**src/rtl/stack_calc_pkg.sv**
```systemverilog
// Shared opcodes, state encodings and stack geometry for the stack calculator.
package stack_calc_pkg;

  localparam int unsigned PKG_AW = 7;

  function automatic int unsigned stack_max(input int unsigned aw);
    return (1 << aw) - 1;
  endfunction

  // Highest RAM address; also the stack pointer value of an empty stack.
  localparam int unsigned MAX = stack_max(PKG_AW);

  // Button patterns {Left, Right, Down, Up}.
  localparam logic [3:0] OP_PUSH  = 4'b0001;
  localparam logic [3:0] OP_POP   = 4'b0010;
  localparam logic [3:0] OP_CLEAR = 4'b0011;
  localparam logic [3:0] OP_ADD   = 4'b0101;
  localparam logic [3:0] OP_SUB   = 4'b0110;
  localparam logic [3:0] OP_TOP   = 4'b1001;
  localparam logic [3:0] OP_INC   = 4'b1101;
  localparam logic [3:0] OP_DEC   = 4'b1110;

  typedef enum logic [2:0] {
    ST_IDLE,
    ST_SETTLE,
    ST_DECODE,
    ST_RD_A,
    ST_RD_B,
    ST_EXEC,
    ST_SHOW,
    ST_RELEASE
  } state_t;

  typedef enum logic [1:0] {
    CAP_IDLE,
    CAP_SETTLE,
    CAP_HOLD,
    CAP_RELEASE
  } cap_state_t;

endpackage

```
**src/rtl/stack_calc_ctrl_btn_cmd_capture.sv**
```systemverilog
// Button front end: waits for a pattern to stay stable, issues it once,
// then holds off until the sequencer finishes and all buttons are released.
module btn_cmd_capture
  import stack_calc_pkg::*;
#(
  parameter int unsigned SETTLE_CYC = 16
) (
  input  logic       i_clk,
  input  logic       i_rst,
  input  logic [3:0] i_btn,
  input  logic       i_done,
  output logic       o_cmd_valid,
  output logic [3:0] o_cmd,
  output logic       o_settling,
  output logic       o_busy
);

  localparam int unsigned CW = (SETTLE_CYC > 1) ? $clog2(SETTLE_CYC) : 1;
  localparam logic [CW-1:0] LAST = CW'(SETTLE_CYC - 1);

  cap_state_t    r_state, w_next;
  logic [3:0]    r_pat;
  logic [CW-1:0] r_cnt;
  logic          r_valid;
  logic          w_fire;

  // State register.
  always_ff @(posedge i_clk) begin
    if (i_rst) r_state <= CAP_IDLE;
    else       r_state <= w_next;
  end

  // Next state; fire once the pattern has been stable for SETTLE_CYC cycles.
  always_comb begin
    w_next = r_state;
    w_fire = 1'b0;
    unique case (r_state)
      CAP_IDLE:    if (i_btn != '0) w_next = CAP_SETTLE;
      CAP_SETTLE: begin
        if (i_btn == '0) begin
          w_next = CAP_IDLE;
        end else if (i_btn == r_pat && r_cnt == LAST) begin
          w_next = CAP_HOLD;
          w_fire = 1'b1;
        end
      end
      CAP_HOLD:    if (i_done) w_next = CAP_RELEASE;
      CAP_RELEASE: if (i_btn == '0) w_next = CAP_IDLE;
      default:     w_next = CAP_IDLE;
    endcase
  end

  // Pattern latch, settle counter and the one-cycle command strobe.
  always_ff @(posedge i_clk) begin
    if (i_rst) begin
      r_pat   <= '0;
      r_cnt   <= '0;
      r_valid <= 1'b0;
    end else begin
      r_valid <= w_fire;
      case (r_state)
        CAP_IDLE: begin
          r_pat <= i_btn;
          r_cnt <= '0;
        end
        CAP_SETTLE: begin
          if (i_btn != r_pat) begin
            r_pat <= i_btn;
            r_cnt <= '0;
          end else if (!w_fire) begin
            r_cnt <= r_cnt + CW'(1);
          end
        end
        default: ;
      endcase
    end
  end

  assign o_cmd_valid = r_valid;
  assign o_cmd       = r_pat;
  assign o_settling  = (r_state == CAP_SETTLE);
  assign o_busy      = (r_state != CAP_IDLE);

endmodule

```
**src/rtl/stack_calc_ctrl.sv**
```systemverilog
// Stack calculator command sequencer: decodes button commands and drives the
// single-port synchronous stack RAM, owning SPR/DAR/DVR.
module stack_calc_ctrl
  import stack_calc_pkg::*;
#(
  parameter int unsigned DW         = 8,
  parameter int unsigned AW         = PKG_AW,
  parameter int unsigned SETTLE_CYC = 16
) (
  input  logic          CLK,
  input  logic          RESET,
  input  logic [3:0]    BTN,
  input  logic [DW-1:0] SW,
  output logic [AW-1:0] mem_addr,
  output logic [DW-1:0] mem_wdata,
  output logic          mem_we,
  input  logic [DW-1:0] mem_rdata,
  output logic [AW-1:0] SPR,
  output logic [AW-1:0] DAR,
  output logic [DW-1:0] DVR,
  output logic          EMPTY,
  output logic          FULL,
  output logic          ERR,
  output logic          BUSY
);

  localparam logic [AW-1:0] MAX_IDX = AW'(stack_max(AW));
  localparam logic [AW:0]   ONE_W   = 1;

  state_t        r_state, w_next;
  logic [AW-1:0] r_spr, r_dar;
  logic [DW-1:0] r_dvr, r_top;
  logic          r_err, r_pop_pend;

  logic          w_cmd_valid, w_cap_settling, w_cap_busy, w_done;
  logic [3:0]    w_cmd;
  logic [AW-1:0] w_spr_p1, w_spr_p2;
  logic          w_empty, w_full, w_two, w_last, w_inc_ok, w_dec_ok, w_reject;
  logic [DW-1:0] w_result;

  btn_cmd_capture #(.SETTLE_CYC(SETTLE_CYC)) u_cap (
    .i_clk       (CLK),
    .i_rst       (RESET),
    .i_btn       (BTN),
    .i_done      (w_done),
    .o_cmd_valid (w_cmd_valid),
    .o_cmd       (w_cmd),
    .o_settling  (w_cap_settling),
    .o_busy      (w_cap_busy)
  );

  assign w_spr_p1 = r_spr + AW'(1);
  assign w_spr_p2 = r_spr + AW'(2);
  assign w_empty  = (r_spr == MAX_IDX);
  assign w_full   = (r_spr == '0);
  assign w_two    = (r_spr <= MAX_IDX - AW'(2));
  assign w_last   = (r_spr == MAX_IDX - AW'(1));
  assign w_inc_ok = (r_dar < MAX_IDX) && !w_empty;
  // Widened so an empty stack (SPR+1 past MAX) never lets DEC through.
  assign w_dec_ok = ({1'b0, r_dar} > ({1'b0, r_spr} + ONE_W));
  assign w_result = (w_cmd == OP_SUB) ? (mem_rdata - r_top) : (mem_rdata + r_top);
  assign w_reject = ((w_cmd == OP_PUSH) && w_full) ||
                    ((w_cmd == OP_POP) && w_empty) ||
                    (((w_cmd == OP_ADD) || (w_cmd == OP_SUB)) && !w_two);

  // State register.
  always_ff @(posedge CLK) begin
    if (RESET) r_state <= ST_IDLE;
    else       r_state <= w_next;
  end

  // Next state and RAM port drive; at most one access per cycle.
  always_comb begin
    w_next    = r_state;
    mem_addr  = '0;
    mem_wdata = '0;
    mem_we    = 1'b0;
    w_done    = 1'b0;
    unique case (r_state)
      ST_IDLE: begin
        if (w_cmd_valid)         w_next = ST_DECODE;
        else if (w_cap_settling) w_next = ST_SETTLE;
      end
      ST_SETTLE: begin
        if (w_cmd_valid)          w_next = ST_DECODE;
        else if (!w_cap_settling) w_next = ST_IDLE;
      end
      ST_DECODE: begin
        w_next = ST_RELEASE;
        case (w_cmd)
          OP_PUSH: begin
            if (!w_full) begin
              mem_addr  = r_spr;
              mem_wdata = SW;
              mem_we    = 1'b1;
            end
          end
          // POP reads the new top here and clears the vacated slot in SHOW,
          // so the display value lands on the same cycle as TOP.
          OP_POP: begin
            if (!w_empty) begin
              if (!w_last) mem_addr = w_spr_p2;
              w_next = ST_SHOW;
            end
          end
          OP_ADD, OP_SUB: if (w_two) w_next = ST_RD_A;
          OP_TOP: begin
            if (!w_empty) begin
              mem_addr = w_spr_p1;
              w_next   = ST_SHOW;
            end
          end
          OP_INC: begin
            if (w_inc_ok) begin
              mem_addr = r_dar + AW'(1);
              w_next   = ST_SHOW;
            end
          end
          OP_DEC: begin
            if (w_dec_ok) begin
              mem_addr = r_dar - AW'(1);
              w_next   = ST_SHOW;
            end
          end
          default: ;
        endcase
      end
      ST_RD_A: begin
        mem_addr = w_spr_p1;
        w_next   = ST_RD_B;
      end
      ST_RD_B: begin
        mem_addr = w_spr_p2;
        w_next   = ST_EXEC;
      end
      ST_EXEC: begin
        mem_addr  = w_spr_p2;
        mem_wdata = w_result;
        mem_we    = 1'b1;
        w_next    = ST_RELEASE;
      end
      ST_SHOW: begin
        if (r_pop_pend) begin
          mem_addr = r_spr;
          mem_we   = 1'b1;
        end else begin
          mem_addr = r_dar;
        end
        w_next = ST_RELEASE;
      end
      ST_RELEASE: begin
        w_done = 1'b1;
        w_next = ST_IDLE;
      end
      default: w_next = ST_IDLE;
    endcase
  end

  // Architectural registers: SPR, DAR, DVR, ERR and operand holding.
  always_ff @(posedge CLK) begin
    if (RESET) begin
      r_spr      <= MAX_IDX;
      r_dar      <= '0;
      r_dvr      <= '0;
      r_err      <= 1'b0;
      r_top      <= '0;
      r_pop_pend <= 1'b0;
    end else begin
      unique case (r_state)
        ST_DECODE: begin
          r_err      <= w_reject;
          r_pop_pend <= 1'b0;
          case (w_cmd)
            OP_PUSH: begin
              if (!w_full) begin
                r_spr <= r_spr - AW'(1);
                r_dar <= r_spr;
                r_dvr <= SW;
              end
            end
            OP_POP: begin
              if (!w_empty) begin
                r_spr      <= w_spr_p1;
                r_pop_pend <= 1'b1;
                r_dar      <= w_last ? '0 : w_spr_p2;
                if (w_last) r_dvr <= '0;
              end
            end
            OP_CLEAR: begin
              r_spr <= MAX_IDX;
              r_dar <= '0;
              r_dvr <= '0;
            end
            OP_TOP: begin
              r_dar <= w_spr_p1;
              if (w_empty) r_dvr <= '0;
            end
            OP_INC: if (w_inc_ok) r_dar <= r_dar + AW'(1);
            OP_DEC: if (w_dec_ok) r_dar <= r_dar - AW'(1);
            default: ;
          endcase
        end
        ST_RD_B: r_top <= mem_rdata;
        ST_EXEC: begin
          r_spr <= w_spr_p1;
          r_dar <= w_spr_p2;
          r_dvr <= w_result;
        end
        ST_SHOW: begin
          r_dvr      <= (r_pop_pend && w_empty) ? '0 : mem_rdata;
          r_pop_pend <= 1'b0;
        end
        default: ;
      endcase
    end
  end

  assign SPR   = r_spr;
  assign DAR   = r_dar;
  assign DVR   = r_dvr;
  assign ERR   = r_err;
  assign EMPTY = w_empty;
  assign FULL  = w_full;
  assign BUSY  = (r_state != ST_IDLE) || w_cap_busy;

endmodule

```
**config.mk**
```make
export PLATFORM = sky130hd
export DESIGN_NAME = stack_calc_ctrl
export DESIGN_NICKNAME = d
export VERILOG_FILES = /design/src/rtl/stack_calc_pkg.sv /design/src/rtl/stack_calc_ctrl_btn_cmd_capture.sv /design/src/rtl/stack_calc_ctrl.sv
export SDC_FILE = /design/constraint.sdc
export NUM_CORES = 1
export LEC_CHECK = 0
export BUFFER_PORTS_ARGS = -buffer_cell sky130_fd_sc_hd__buf_2
export CAP_MARGIN = 40
export CORE_MARGIN = 3
export CORE_UTILIZATION = 64
export CTS_BUF_LIST = sky130_fd_sc_hd__clkbuf_4 sky130_fd_sc_hd__clkbuf_8 sky130_fd_sc_hd__clkbuf_16
export DETAILED_ROUTE_END_ITERATION = 6
export HOLD_SLACK_MARGIN = 0.05
export PLACE_DENSITY_LB_ADDON = 0.25
export SKIP_LAST_GASP = 1
export SYNTH_ARGS = -nofsm -noshare
export SYNTH_HDL_FRONTEND = slang
export SYNTH_HIERARCHICAL = 1
export SYNTH_SLANG_ARGS = --single-unit
export TNS_END_PERCENT = 5
```
**constraint.sdc**
```tcl
create_clock -name CLK -period 5.65 [get_ports CLK]
set_input_delay 1.4125 -clock CLK [delete_from_list [all_inputs] [get_ports CLK]]
set_output_delay 1.4125 -clock CLK [all_outputs]
set_load 0.005 [all_outputs]
```
==> results by group, run 1 <==
STA
  – Actual slew at the worst max-slew pin: 0.877 ns
  – Pins over their slew limit: 0
  – Fmax achieved: 190 MHz
  – Fin crit period: 5.27 ns
  – Final Worst Setup Slack: 0.384 ns
  – WHS: 0.506 ns
  – Setup TNS: 0 ns
  – RSZ-0062 raised after global routing: false
  – Final setup fails: 0
  – Worst Clk Skew: 0.0161 ns
  – Fin crit share: 0.932
  – Slew headroom: 0.411
  – Final hold violation count: 0

CTS
  – Hold-fix buffers at CTS: 0
  – Max Root-Sink Buffers: 2
  – CTS clk-pin slew, worst paths: 0.10 ns
  – Post-CTS Setup Bufs: 0
  – Root Driver: clkbuf_8
  – CTS Sinks: 46
  – Total CTS buffers: 5
  – Skew-Pair Late Insertion Delay: approximately 0.32 ns
  – CTS H-tree lvls: 2
  – PostCTS Resize Cnt: 0
  – CTS tree: yes

Floorplan
  – Initial core utilization: 0.672
  – Die height: about 91 microns
  – FP Rows: 30
  – IO Pins: 64
  – Die area: 8310 sq um
  – DIE WIDTH: 91.1 microns
  – Core box area: 6910 sq um

Global route
  – Largest net degree at the start of global routing: 38
  – Initial antenna violation count: 0
  – Total gr overflow: 0
  – Number of global-route vias before repair: about 5100
  – Wire length of the first global-routing pass: 25.1 mm
  – Total GRT Usage: 0.368

Layout
  – Fillers: 572
  – Ant diodes: 0
  – Post-route insts no fill: approximately 750
  – Share of cells above drive strength 1: 0.157
  – P&R area growth vs syn: 9.30%
  – Final Instance Area: 5070 sq um
  – Nets: slightly above 700

Place
  – DP Cell Count: 744
  – DP Worst Slack: between 0.8 and 0.9 ns
  – Dpl hpwl: 11.4 mm
  – IO buf count: 63
  – Final Wtd Congestion: approximately 1.0
  – DP Area: 4970 sq um

Synth
  – Post-synthesis sequential area ratio: 0.198
  – Synthesized netlist cell count: a little over 600
  – Yosys warning count: 6
  – #FFs+latches synth: 46
  – Syn Std Cell Area: between 4000 and 5000 sq um
  – Most common flop cell mapped by yosys: dfxtp_1
  – EDFF count, synth: 0
  – Mean Syn Cell Area: approximately 7.4 sq um
  – Mapped Nets: 672
  – Async set or reset register ratio after synthesis: 0
  – Synth unique cells: 81

Setup path
  – Critical path arrival: 3.85 ns
  – Worst setup SP type: flop
  – CP Class: reg2out
  – Worst path required time: 4.24 ns
  – Max FO, Critical Path: 14
  – Worst setup EP type: primary output

Detailed routing
  – Via density per instance: 7.05
  – Final ANT Viol Nets: 0
  – Routed wire per std cell: ~21 microns
  – WL final: 15.6 mm
  – Drt initial violations: 601
  – DRC viols: 0
  – First drt pass iteration count: 6
  – Routed vias: 5305

Flow run
  – Max-cap viol count: 0

Pwr
  – P_leak: 2.07 nW
  – Cell area power density: 131 nW/um^2
  – Worst IR Drop VDD: roughly 0.00014 V

Worst hold path
  – Hold crit path type: reg2reg

Run status
  – Status: complete, no violations
-- worst paths after layout --
kind,startpoint,to,slack [ns],cells after the start
setup / recovery,SPR[0]$_SDFFE_PP1P_,mem_addr[2],0.38,11
hold / removal,DVR[4]$_SDFFE_PP0P_,DVR[4]$_SDFFE_PP0P_,0.51,2
setup reg to reg,SPR[0]$_SDFFE_PP1P_,DAR[3]$_SDFFE_PP0P_,1.72,10
hold reg to reg,DVR[4]$_SDFFE_PP0P_,DVR[4]$_SDFFE_PP0P_,0.51,2
-- kinds of logic after synthesis --
family                   share of synthesized area
multiplexers                                0.0566
adder cells (fa/ha/maj)                     0.0744
XOR/XNOR                                    0.0585
buffers and inverters                       0.0623
flip-flops                                   0.198
AND/OR/NAND/NOR                              0.255
AO/OA/AOI/OAI                                0.295
-- layout make-up --
cell class	count	area (sq um)	share of cell area
sequential	46	921	0.182
clock buffer	5	68.8	0.0136
inverter	22	82.6	0.0163
timing repair buffer	77	420	0.0829
multi-input combinational	503	3430	0.676
tap	96	120	0.0237
clock inverter	3	28.8	0.00567
-- layer usage --
| metal | vias to the layer above | track usage | wire length [microns] |
|---|---|---|---|
| li1 | 2397 | - | - |
| met1 | 2430 | 0.463 | 5840 |
| met2 | 393 | 0.612 | 7370 |
| met3 | 85 | 0.0522 | 1660 |
| met4 | 0 | 0.182 | 743 |
| met5 | - | 0 | 0 |
-- cell usage after synthesis, types with 8 or more instances --
cell	count	share of area
nor2b_1	17	0.023
ha_1	26	0.070
nor3_1	15	0.016
a31oi_1	14	0.019
nor2_1	61	0.049
a221oi_1	10	0.019
o21a_1	8	0.013
a211oi_1	11	0.018
o22ai_1	10	0.013
inv_1	20	0.016
a21o_1	8	0.013
nand3_1	15	0.016
nand2_1	49	0.040
nand4_1	10	0.013
a21oi_1	33	0.036
mux2i_1	21	0.045
xnor2_1	19	0.036
clkbuf_1	42	0.034
o211ai_1	10	0.016
a22oi_1	8	0.013
o21ai_0	33	0.036
xor2_1	12	0.023
dfxtp_1	46	0.20
or3_1	8	0.011
-- sequential cells by signal, summed over array words and instances (netlist names), named ones only --
name	count
u_cap/r_state	1
r_state	3
u_cap/o_cmd_valid	1
DVR	8
r_top	8
r_pop_pend	1
u_cap/o_cmd	4
ERR	1
u_cap/r_cnt	4
DAR	7
SPR	7
-- per-stage QoR --
stage	utilization	total power, mW
detailed placement	0.720	0.436
finish	0.734	0.662
CTS	0.734	0.658
global placement	0.718	0.433
floorplan	-	0.403
global route	0.734	0.683
-- cell usage in the layout, fill, tap and decap left out, drive strengths merged, types with 3 or more instances in the layout --
cell,Yosys,routed
a211o,3,3
a211oi,12,12
a21o,8,8
a21oi,33,33
a221oi,10,10
a22oi,8,8
a311oi,3,3
a31oi,14,14
and3,4,4
and4,3,3
buf,10,77
clkbuf,42,5
dfxtp,46,46
ha,26,26
inv,21,23
mux2,4,4
mux2i,21,21
nand2,50,50
nand2b,6,6
nand3,15,15
nand4,10,10
nand4b,3,3
nor2,61,61
nor2b,17,17
nor3,15,15
nor3b,3,3
nor4,6,6
nor4b,3,3
o211ai,11,11
o21a,8,8
o21ai,36,36
o221a,3,3
o221ai,6,6
o22ai,10,10
o31a,3,3
or3,8,8
or4,4,4
xnor2,19,19
xor2,12,12
-- worst max-delay path: stages, from the launching register on --
cell,delay [ns]
dfxtp_1,0.62
clkinv_1,0.42
ha_1,0.49
inv_1,0.09
ha_1,0.29
nor2b_1,0.13
o211ai_1,0.09
a211oi_1,0.27
o21ai_1,0.33
or3_1,0.46
o221ai_1,0.19
buf_2,0.15
-- where the power goes --
group | internal, mW | leakage [nW] | total, mW | switching (mW)
Clock | 0.0929 | 0.0506 | 0.231 | 0.138
Combinational | 0.0391 | 1.65 | 0.0969 | 0.0577
Sequential | 0.327 | 0.372 | 0.335 | 0.00799
Note: power is estimated with default switching activity, not from simulation.
==> inputs of run 2 (changes only) <==
--- a/config.mk
+++ b/config.mk
@@ -5,12 +5,12 @@
 export SDC_FILE = /design/constraint.sdc
 export NUM_CORES = 1
 export LEC_CHECK = 0
-export BUFFER_PORTS_ARGS = -buffer_cell sky130_fd_sc_hd__buf_2
 export CAP_MARGIN = 40
 export CORE_MARGIN = 3
-export CORE_UTILIZATION = 64
+export CORE_UTILIZATION = 66
 export CTS_BUF_LIST = sky130_fd_sc_hd__clkbuf_4 sky130_fd_sc_hd__clkbuf_8 sky130_fd_sc_hd__clkbuf_16
 export DETAILED_ROUTE_END_ITERATION = 6
+export DONT_BUFFER_PORTS = 1
 export HOLD_SLACK_MARGIN = 0.05
 export PLACE_DENSITY_LB_ADDON = 0.25
 export SKIP_LAST_GASP = 1
==> constraint.sdc (replaced) <==
create_clock -name CLK -period 5.65 [get_ports CLK]
set_input_delay 1.4125 -clock CLK [delete_from_list [all_inputs] [get_ports CLK]]
set_output_delay 1.4125 -clock CLK [all_outputs]
set_load 0.1 [all_outputs]
==> run 2 against run 1 <==
The flow now finishes with violations (design-rule violations). Sequential share of layout area decreased by 0.81 points. First-iteration DRC count is 16% higher. Clock power increased by 14%. Non-clock buffer count decreased by 26. Die area is 2.8% lower. Combinational power decreased by 12%. Maximum frequency grew 2.0%. Critical path type unchanged. Largest cell class unchanged.
==> results by group, run 2 (synthesis results as in run 1) <==
Run status
  – Status: complete, but fails checks
  – Failing checks: design-rule violations

Pwr
  – Cell area power density: 129 nW/um^2
  – P_leak: 2.05 nW
  – Worst IR Drop VDD: 0.000132 V

STA
  – Worst Clk Skew: 0.0115 ns
  – Fin crit period: about 5.2 ns
  – Slew headroom: 0.371
  – Final setup fails: 0
  – Final hold violation count: 0
  – Fin crit share: 0.914
  – RSZ-0062 raised after global routing: false
  – Pins over their slew limit: 0
  – Actual slew at the worst max-slew pin: 0.942 ns
  – Fmax achieved: 194 MHz

Detailed routing
  – First drt pass iteration count: 7
  – DRC viols: 27
  – Routed wire per std cell: ~22 microns
  – Via density per instance: 7.32
  – Drt initial violations: 696
  – WL final: 15.6 mm
  – Routed vias: 5289
  – Final ANT Viol Nets: 0

CTS
  – CTS clk-pin slew, worst paths: 0.09 ns
  – Skew-Pair Late Insertion Delay: 0.31 ns
  – Root Driver: clkbuf_8
  – Post-CTS Setup Bufs: 0
  – PostCTS Resize Cnt: 0
  – CTS H-tree lvls: 2
  – Hold-fix buffers at CTS: 0
  – Max Root-Sink Buffers: 2
  – Total CTS buffers: 5
  – CTS Sinks: 46
  – CTS tree: yes

Layout
  – Final Instance Area: about 5300 sq um
  – Post-route insts no fill: around 720
  – Ant diodes: 0
  – Nets: 678
  – Share of cells above drive strength 1: 0.137
  – Commonest non-fill, non-tap cell in the layout: nor2_1
  – Commonest cells after routing, fill and taps aside: nor2_1 (61), nand2_1 (49), dfxtp_1 (45)
  – P&R area growth vs syn: 14.5%

Global route
  – Initial antenna violation count: 0
  – Total gr overflow: 0
  – Total GRT Usage: 0.381
  – Largest net degree at the start of global routing: 38
  – Wire length of the first global-routing pass: 25.6 mm
  – Number of global-route vias before repair: 4959

Place
  – Final Wtd Congestion: 1.10
  – IO buf count: 0
  – Dpl hpwl: 11.4 mm
  – DP Cell Count: 715
  – DP Area: 5200 sq um

Flow run
  – Max-cap viol count: 0

Floorplan
  – Core box area: 6570 sq um
  – IO Pins: 64
  – FP Rows: 29
  – Die area: 8070 sq um
  – Die height: 89.8 microns
  – DIE WIDTH: 89.8 microns
  – Initial core utilization: 0.706

Setup path
  – CP Class: reg2out
  – Worst setup EP type: primary output
  – Critical path arrival: ~3.8 ns
  – Worst path required time: 4.24 ns
  – Worst setup SP type: flop
  – Max FO, Critical Path: 22

Worst hold path
  – Hold crit path type: reg2reg
==> run 2: cell count changes in the layout (fill, tap and decap cells not counted), moves of 2 or more <==
cell	change
buf_12	+6
buf_8	+7
buf_4	+19
o221ai_2	+4
buf_16	+4
o21ai_0	-3
o221ai_1	-4
o21ai_2	+3
buf_2	-63
clkbuf_4	+2
==> run 2: metrics by stage <==
step | total power, mW | util | hold slack [ns] | TNS (ns) | setup WS (ns)
after floorplan | 0.409 | - | 0.482 | -1.27 | -0.499
after global placement | 0.422 | 0.762 | 0.500 | 0 | 1.03
after detailed placement | 0.426 | 0.792 | 0.501 | 0 | 0.923
after CTS | 0.680 | 0.809 | 0.521 | 0 | 0.575
after global routing | 0.704 | 0.809 | 0.556 | 0 | 0.250
final | 0.685 | 0.809 | 0.520 | 0 | 0.486
==> run 2: layer usage <==
layer / up-vias / GRT usage / wire (microns)
met5: - / 0 / 0
met4: 0 / 0.204 / 988
met3: 123 / 0.0726 / 1850
met2: 440 / 0.623 / 7160
met1: 2373 / 0.473 / 5630
li1: 2353 / - / -
==> run 2: power by group <==
part           internal, mW  switching, mW  leakage, nW
logic                0.0341         0.0509         1.62
clock network         0.142          0.120       0.0593
registers             0.327         0.0106        0.372
==> run 2: final cells by class <==
class | count | area, sq um
clock inverter | 1 | 30.0
multi-input combinational | 503 | 3470
sequential | 46 | 922
clock buffer | 7 | 83.8
timing repair buffer | 51 | 608
tap | 93 | 116
fill | 404 | 1250
inverter | 22 | 82.6
==> run 2: final timing paths <==
path | start | to | slack [ns] | depth (start not counted)
max reg2reg | SPR[0]$_SDFFE_PP1P_ | DAR[3]$_SDFFE_PP0P_ | 1.94 | 10
min reg2reg | ERR$_SDFFE_PP0P_ | ERR$_SDFFE_PP0P_ | 0.52 | 2
min | ERR$_SDFFE_PP0P_ | ERR$_SDFFE_PP0P_ | 0.52 | 2
max | u_cap/o_cmd[1]$_SDFFE_PP0P_ | mem_wdata[7] | 0.49 | 12
==> run 2: critical path, cell delays in order (launching register included) <==
cell,delay (ns)
dfxtp_1,0.78
nor4bb_1,0.29
buf_4,0.20
mux2_2,0.37
inv_1,0.06
ha_1,0.22
nor2b_1,0.15
o31a_1,0.29
o221a_2,0.26
o21a_1,0.17
o21ai_0,0.28
nand2_1,0.11
buf_4,0.25
==> inputs of run 3 (changes only) <==
--- a/config.mk
+++ b/config.mk
@@ -12,7 +12,7 @@
 export DETAILED_ROUTE_END_ITERATION = 6
 export DONT_BUFFER_PORTS = 1
 export HOLD_SLACK_MARGIN = 0.05
-export PLACE_DENSITY_LB_ADDON = 0.25
+export PLACE_DENSITY = 0.84
 export SKIP_LAST_GASP = 1
 export SYNTH_ARGS = -nofsm -noshare
 export SYNTH_HDL_FRONTEND = slang
==> run 3 against run 2 <==
The run still ends with design-rule violations left. Die area stayed put. Wire length grew 6.7%. Maximum frequency decreased by 2.3%. Critical endpoint is now mem_addr[1]. Clock skew grew 0.0015 ns. Critical path type unchanged. Global-route usage grew 1.7 points. Hold slack better by 0.014 ns. Combinational power increased by 4.1%. Via count increased by 2.7%.
==> results by group, run 3 (synthesis results as in run 1) <==
Pwr
  – P_leak: 2.07 nW
  – Psw: 0.206 mW
  – Combinational power share: 0.135
  – Sw frac: 0.314
  – Worst IR Drop VDD: 0.000137 V
  – Power Internal: 0.451 mW
  – Clk pwr share: 0.356
  – Cell area power density: approximately 120 nW/um^2
  – Sequential share of power: 0.510

Global route
  – Total gr overflow: 0
  – Initial antenna violation count: 0
  – Wire length of the first global-routing pass: 26.5 mm
  – Number of global-route vias before repair: 5282
  – Largest net degree at the start of global routing: 38
  – Total GRT Usage: 0.398

Setup path
  – Max stage delay on crit path: 0.66 ns
  – Worst setup EP type: primary output
  – CP Class: reg2out
  – Worst path required time: between 4 and 5 ns
  – Slowest CP cell: dfxtp_1
  – Reg2reg start: SPR[0]$_SDFFE_PP1P_
  – Max FO, Critical Path: 14
  – Critical path origin: SPR[0]$_SDFFE_PP1P_
  – Cells along the critical path: clkinv_1, buf_4, ha_1, inv_1, ha_1, nor2b_1, o211ai_1, a211oi_1, o21ai_1, or4_1, o211ai_1, clkbuf_16
  – Critical path arrival: 3.87 ns
  – Worst setup SP type: flop

STA
  – Final setup fails: 0
  – Final Worst Setup Slack: 0.364 ns
  – Fmax achieved: ~190 MHz
  – RSZ-0062 raised after global routing: false
  – Fin crit share: 0.936
  – Pins over their slew limit: 0
  – Final hold violation count: 0
  – Actual slew at the worst max-slew pin: 0.836 ns
  – Worst Clk Skew: 0.0130 ns
  – Slew headroom: 0.443
  – WHS: 0.534 ns
  – Fin crit period: 5.29 ns

Floorplan
  – Initial core utilization: 0.706
  – Core box area: 6570 sq um
  – FP Rows: 29
  – Die area: 8070 sq um
  – DIE WIDTH: around 90 microns
  – IO Pins: 64
  – Die height: 89.8 microns

Layout
  – Ant diodes: 0
  – Commonest cells after routing, fill and taps aside: nor2_1 (61), nand2_1 (49), dfxtp_1 (46)
  – Final Instance Area: roughly 5300 sq um
  – Util after Layout: 0.814
  – Nets: 686
  – Commonest non-fill, non-tap cell in the layout: nor2_1
  – Fillers: 401
  – P&R area growth vs syn: 15.2%
  – Share of cells above drive strength 1: 0.146

Detailed routing
  – Via density per instance: approximately 7.4
  – Drt initial violations: 896
  – First drt pass iteration count: 7
  – Routed wire per std cell: 22.8 microns
  – WL final: 16.7 mm
  – DRC viols: 9
  – Final ANT Viol Nets: 0
  – Routed vias: 5432

CTS
  – Hold-fix buffers at CTS: 0
  – CTS Sinks: 46
  – Total CTS buffers: 5
  – CTS clk-pin slew, worst paths: 0.11 ns
  – Root Driver: clkbuf_8
  – CTS tree: yes
  – Max Root-Sink Buffers: 2
  – CTS H-tree lvls: 2
  – PostCTS Resize Cnt: 0
  – Skew-Pair Late Insertion Delay: 0.32 ns
  – Post-CTS Setup Bufs: 0

Place
  – Final Wtd Congestion: 1.03
  – DP Area: 5250 sq um
  – Dpl hpwl: 11.9 mm
  – DP Worst Slack: 0.869 ns
  – IO buf count: 0

Worst hold path
  – Hold crit path type: reg2reg
  – Hold path start: u_cap/r_cnt[1]$_SDFFE_PP0P_

Run status
  – Status: complete, but fails checks
  – Failing checks: design-rule violations

Flow run
  – Max-cap viol count: 0
==> run 3: cell types whose count changed in the layout (fill, tap and decap cells not counted), sizes merged <==
| cell | previous run | this run |
|---|---|---|
| buf | 50 | 57 |
| clkinvlp | 0 | 2 |
| bufinv | 1 | 0 |
| clkbuf | 8 | 7 |
| inv | 21 | 22 |
==> run 3: path summary, 6_finish.rpt <==
kind / cells past startpoint / slack, ns / end
max: 12 / 0.36 / mem_addr[1]
min: 2 / 0.53 / u_cap/r_cnt[1]$_SDFFE_PP0P_
max reg2reg: 11 / 1.77 / DAR[3]$_SDFFE_PP0P_
min reg2reg: 2 / 0.53 / u_cap/r_cnt[1]$_SDFFE_PP0P_
==> run 3: final cells by class <==
cell class                      instances  area [sq um]  share of cell area
Clock buffer                            5          68.8              0.0129
Multi-Input combinational cell        503          3470               0.649
Sequential cell                        46           921               0.172
Timing Repair Buffer                   59           663               0.124
Tap cell                               93           116              0.0218
Clock inverter                          3          23.8             0.00445
Inverter                               22          82.6              0.0154
==> run 3: metrics by stage <==
step	power [mW]	cells	setup TNS (ns)
after global routing	0.672	731	0
after detailed placement	0.427	723	0
after floorplan	0.409	623	-1.27
after global placement	0.422	710	0
final	0.658	731	0
after CTS	0.647	731	0
==> run 3: power groups by stage <==
| stage | sequential (mW) | combinational [mW] | clock, mW |
|---|---|---|---|
| final | 0.335 | 0.0885 | 0.234 |
| after global placement | 0.342 | 0.0800 | 0 |
| after floorplan | 0.338 | 0.0705 | 0 |
| after detailed placement | 0.342 | 0.0846 | 0 |
| after global routing | 0.336 | 0.0948 | 0.241 |
| after CTS | 0.335 | 0.0853 | 0.227 |
==> run 3: worst max-delay path, delay by kind of cell, from the launching register on <==
family | cells | cell delay (ns)
AOI/OAI and AO/OA | 4 | 0.84
buffers and inverters | 4 | 0.72
and+or+nand+nor | 2 | 0.69
DFF | 1 | 0.66
adders and majority gates | 2 | 0.66
==> run 3: routing by layer <==
layer / part of all wire / up-vias / wire length (microns) / track usage
met5: 0 / - / 0 / 0
met4: 0.085 / 0 / 1410 / 0.275
met3: 0.12 / 177 / 2080 / 0.0876
met2: 0.45 / 522 / 7430 / 0.641
met1: 0.35 / 2379 / 5760 / 0.470
li1: - / 2354 / - / -
